[config.mk]
export PLATFORM = sky130hd
export DESIGN_NAME = start_sequencer
export DESIGN_NICKNAME = d
export VERILOG_FILES = /design/src/rtl/start_sequencer.sv
export SDC_FILE = /design/constraint.sdc
export NUM_CORES = 1
export LEC_CHECK = 0
export CAP_MARGIN = 20
export CORE_MARGIN = 5
export CORE_UTILIZATION = 58
export DETAILED_ROUTE_END_ITERATION = 8
export PLACE_DENSITY = 0.79
export SLEW_MARGIN = 40
export SYNTH_ARGS = -nofsm -noshare
export SYNTH_HDL_FRONTEND = slang
export SYNTH_SLANG_ARGS = --single-unit
[constraint.sdc]
create_clock -name clock -period 2.4 [get_ports clock]
set_input_delay 0.48 -clock clock [delete_from_list [all_inputs] [get_ports clock]]
set_output_delay 0.48 -clock clock [all_outputs]
set_load 0.02 [all_outputs]
[src/rtl/start_sequencer.sv]
`default_nettype none
// ============================================================================
// Module      : start_sequencer
// Description : Releases N_STAGES downstream initializers one after another.
//               Each stage waits a per-stage pre-start delay, emits a single
//               cycle start pulse, then (optionally) waits for its done level
//               before the next stage is considered. An optional done-wait
//               timeout parks the sequencer in a fault state that records
//               the offending stage.
// Ports       :
//   clock        in   system clock, rising edge
//   reset        in   asynchronous active-high reset
//   enable       in   run (1) / pause (0) for the delay and done-wait phases
//   restart      in   synchronous return to IDLE, highest priority
//   done         in   [N_STAGES] per-stage completion level
//   start        out  [N_STAGES] registered one-cycle start pulse per stage
//   started      out  [N_STAGES] sticky record of issued start pulses
//   busy         out  sequencing in progress (delay or done-wait)
//   all_done     out  every stage has completed
//   error        out  a stage timed out waiting for done
//   error_stage  out  [STAGE_W] index of the stage that timed out
// Revision    : 1.0 - initial release
// ============================================================================
module start_sequencer #(
    parameter int                       N_STAGES  = 4,
    parameter int                       CW        = 32,
    parameter int                       STAGE_W   = 2,
    parameter logic [N_STAGES*CW-1:0]   DELAY     = {N_STAGES{CW'(1000)}},
    parameter logic [N_STAGES-1:0]      DONE_MASK = {N_STAGES{1'b1}},
    parameter logic [CW-1:0]            TIMEOUT   = '0
) (
    input  logic                  clock,
    input  logic                  reset,
    input  logic                  enable,
    input  logic                  restart,
    input  logic [N_STAGES-1:0]   done,
    output logic [N_STAGES-1:0]   start,
    output logic [N_STAGES-1:0]   started,
    output logic                  busy,
    output logic                  all_done,
    output logic                  error,
    output logic [STAGE_W-1:0]    error_stage
);

    localparam logic [2:0] c_st_idle       = 3'd0;
    localparam logic [2:0] c_st_wait_delay = 3'd1;
    localparam logic [2:0] c_st_wait_done  = 3'd2;
    localparam logic [2:0] c_st_complete   = 3'd3;
    localparam logic [2:0] c_st_fault      = 3'd4;

    localparam logic [STAGE_W-1:0] c_last_stage = STAGE_W'(N_STAGES - 1);
    localparam logic [CW-1:0]      c_cnt_max    = '1;

    logic [2:0]            r_state;
    logic [STAGE_W-1:0]    r_stage;
    logic [CW-1:0]         r_cnt;
    logic [N_STAGES-1:0]   r_start;
    logic [N_STAGES-1:0]   r_started;
    logic [STAGE_W-1:0]    r_error_stage;

    // Per-stage selections for the current stage index. Done with an explicit
    // compare loop so an index value beyond N_STAGES selects nothing.
    logic [CW-1:0]         w_delay_k;
    logic                  w_done_k;
    logic                  w_mask_k;
    logic [N_STAGES-1:0]   w_stage_onehot;
    logic                  w_stage_ok;
    logic                  w_timeout_hit;

    always_comb begin
        w_delay_k      = '0;
        w_done_k       = 1'b0;
        w_mask_k       = 1'b0;
        w_stage_onehot = '0;
        for (int i = 0; i < N_STAGES; i++) begin
            if (r_stage == STAGE_W'(i)) begin
                w_delay_k         = DELAY[i*CW +: CW];
                w_done_k          = done[i];
                w_mask_k          = DONE_MASK[i];
                w_stage_onehot[i] = 1'b1;
            end
        end
    end

    // A stage whose done is masked off needs no acknowledgement at all.
    assign w_stage_ok    = !w_mask_k || w_done_k;
    // The count starts at 0 on entry, so TIMEOUT-1 is reached on the
    // TIMEOUT-th active cycle spent waiting.
    assign w_timeout_hit = (TIMEOUT != '0) && (r_cnt == (TIMEOUT - CW'(1)));

    always_ff @(posedge clock or posedge reset) begin
        if (reset) begin
            r_state       <= c_st_idle;
            r_stage       <= '0;
            r_cnt         <= '0;
            r_start       <= '0;
            r_started     <= '0;
            r_error_stage <= '0;
        end else begin
            // start is a pulse: it only survives the cycle it is set in.
            r_start <= '0;
            if (restart) begin
                r_state       <= c_st_idle;
                r_stage       <= '0;
                r_cnt         <= '0;
                r_started     <= '0;
                r_error_stage <= '0;
            end else begin
                case (r_state)
                    c_st_idle: begin
                        if (enable) begin
                            r_state <= c_st_wait_delay;
                            r_stage <= '0;
                            r_cnt   <= '0;
                        end
                    end
                    c_st_wait_delay: begin
                        if (enable) begin
                            if (r_cnt == w_delay_k) begin
                                r_start   <= w_stage_onehot;
                                r_started <= r_started | w_stage_onehot;
                                r_cnt     <= '0;
                                r_state   <= c_st_wait_done;
                            end else begin
                                r_cnt <= r_cnt + CW'(1);
                            end
                        end
                    end
                    c_st_wait_done: begin
                        if (enable) begin
                            // done is tested before the timeout so a
                            // simultaneous arrival is never a fault.
                            if (w_stage_ok) begin
                                r_cnt <= '0;
                                if (r_stage == c_last_stage) begin
                                    r_state <= c_st_complete;
                                end else begin
                                    r_stage <= r_stage + STAGE_W'(1);
                                    r_state <= c_st_wait_delay;
                                end
                            end else if (w_timeout_hit) begin
                                r_state       <= c_st_fault;
                                r_error_stage <= r_stage;
                            end else if (r_cnt != c_cnt_max) begin
                                // Saturate when the timeout is disabled so
                                // an endless wait never wraps the count.
                                r_cnt <= r_cnt + CW'(1);
                            end
                        end
                    end
                    c_st_complete: r_state <= c_st_complete;
                    c_st_fault:    r_state <= c_st_fault;
                    default: begin
                        r_state <= c_st_idle;
                        r_stage <= '0;
                        r_cnt   <= '0;
                    end
                endcase
            end
        end
    end

    assign start       = r_start;
    assign started     = r_started;
    assign busy        = (r_state == c_st_wait_delay) || (r_state == c_st_wait_done);
    assign all_done    = (r_state == c_st_complete);
    assign error       = (r_state == c_st_fault);
    assign error_stage = r_error_stage;

endmodule
`default_nettype wire

==> metrics <==
outcome completed; crit-path cells buf_4 > ha_2 > a21oi_1 > a221oi_2 > a211oi_2 > a41o_2 > nand2_1 > buf_4 > o311ai_0; Worst Hold Class in -> async; most common cell after layout, fill and taps aside buf_4; Power Dens Cells 496 nW/µm²; Multi-input gate area 1510 µm²; final cell count without fillers 406; post-route ant nets 0; RSZ-0062 raised after global routing yes; critical path class reg -> reg; buffer depth of the longest clock path 2; CP max-delay cell dfrtp_1; Synth Area per Inst 8.88 µm²; Vias 2658; CTS clk-pin slew, worst paths 0.10 ns; core box area 4440 µm²; Final Util 76.9%; Final period util 99.7%; Worst Path Buf+Inv 2; final number of hold-violating endpoints 0; most frequent cells in the layout 37 x buf_4, 35 x dfrtp_1, 26 x nand2_1; Pre-Repair DR Iteration Count 4; CP startpoint kind register; placed cells 383; Sequential Area 1140 µm²; Die Footprint 6120 µm²; Wirelength per Cell 18.6 µm; first-pass GRT wire length 11.5 mm; largest net degree at the start of global routing 27; gr usage total 23.7%; share of cells above drive strength 1 24.0%; CP delay by family, top compound AO/OA/AOI/OAI gates; clk_skew 0.0210 ns; # rows 24; Largest stage delay, worst path 0.44 ns; Post-Place Setup Slack -0.265 ns; routed vias/inst 6.55; Layout Nets 367; Mapped Cells 304; Remaining DRCs 0; GRT overflow 0; Final Worst Setup Slack 0.00679 ns; synth unique cells 54; crit end category register; worst r2r src r_stage[1]$_DFFE_PP0P_; fill count 303; worst vdd ir 0.470 mV; fmax 0.418 GHz; post-route cell area 3420 µm²; Post-synth EDFFs 0; routability cong. 0.884; Ports 21; initial core utilization 60.7%; placed cell areas 3070 µm²; input/output buffers 18; DR iter-0 viols 196; Max-cap violations 0; worst skew pair latency 0.32 ns; Antenna Diode Count 0; Worst EP arrival 2.58 ns; Seq cells post-synth 45; Overall Power 1.70 mW; post-layout minimum cycle time 2.39 ns; yosys warns 0; CTS Buf Count 5; Async SR Flop Fraction 100%; Die Width 78.2 µm; die height 78.2 µm; Root Driver clkbuf_8; synthesized cell area 2700 µm²; dpl hpwl 4.86 mm; final setup fails 0; hold_buf cts 0; Routed WL 7.55 mm; prevailing post-synth register cell dfrtp_1; H-tree levels 2; CTS tree done; Pleak 1.44 nW; CP dominant cell by count buf_4; vias in the first global route 2410; Crit Path Max Fanout 13; Seq/Total Area, Yosys 41.7%; Num Clock Sinks 45; Worst setup startpoint r_stage[1]$_DFFE_PP0P_; worst endpoint required time 2.59 ns; Layout area overhead 26.6%; max-slew violation count 0; initial antenna violation count 0
## cell usage after synthesis (4+ instances only)
cell,number,area (µm²)
buf_4,4,30.0
nor2_1,25,93.8
buf_2,4,20.0
a22o_1,12,105
and2_1,5,31.3
clkbuf_1,8,30.0
a21oi_1,10,50.1
nand4_1,10,62.6
ha_1,6,75.1
dfrtp_1,45,1130
o21ai_0,18,90.1
and3_1,8,50.1
a2bb2oi_1,7,61.3
nor3_1,12,60.1
nor4_1,9,56.3
o31ai_1,8,60.1
inv_1,14,52.6
nand3_1,22,110
nand2_1,26,97.6
## state kept, by name (all words and copies together), names as in the netlist
signal,count
r_cnt,32
start,4
started,4
r_stage,2
r_state,3
## layout make-up
type | count | share of cell area (%)
Multi-Input combinational cell | 228 | 44.3
Tap cell | 52 | 1.90
Inverter | 14 | 1.54
Clock inverter | 3 | 1.39
Clock buffer | 5 | 2.01
Timing Repair Buffer | 59 | 15.6
Sequential cell | 45 | 33.3
## routing by layer
metal  global-route usage, %  up-vias  share of wire, %  wire [µm]
met5                       0        -                 0          0
met1                    32.4     1302                44       3300
met2                    37.1       99                48       3610
li1                        -     1236                 -          -
met3                    4.92       21               5.8        440
met4                    9.44        0               2.7        201
## through the flow
step | hold WS, ns | setup TNS, ns
final | 0.478 | 0
after global placement | 0.477 | -3.60
after CTS | 0.493 | 0
after floorplan | 0.499 | 0
after global routing | 0.513 | -0.518
after detailed placement | 0.485 | -5.44
## what timing repair did
action	CTS	global route
gates resized for setup	2	31
buffers inserted	0	15
endpoints found under the setup margin	20	32
pin swaps	0	14
## where the power goes
group	total [mW]	internal (mW)	switching, mW
Sequential	0.791	0.770	0.0212
Combinational	0.296	0.131	0.166
Clock	0.608	0.318	0.290
## final timing paths
path	endpoint	slack, ns	cells past startpoint
max reg2reg	r_cnt[3]$_DFFE_PP0P_	0.007	9
max in group asynchronous	r_cnt[10]$_DFFE_PP0P_	1.39	3
min	start[1]$_DFF_PP0_	0.48	2
max	r_cnt[3]$_DFFE_PP0P_	0.007	9
min reg2reg	started[3]$_DFFE_PP0P_	0.52	2
min in group clock	started[3]$_DFFE_PP0P_	0.52	2
## cell families (layout without fill, tap and decap cells)
| group | after synthesis | in the layout | synth area share, % |
|---|---|---|---|
| buffers and inverters | 32 | 81 | 5.52 |
| other | 1 | 2 | 0.139 |
| flip-flops | 45 | 45 | 41.7 |
| adder cells (fa/ha/maj) | 6 | 6 | 2.78 |
| AND/OR/NAND/NOR | 136 | 136 | 26.8 |
| AO/OA/AOI/OAI | 84 | 84 | 23.0 |
No activity file was read; power rests on OpenSTA's default activity.
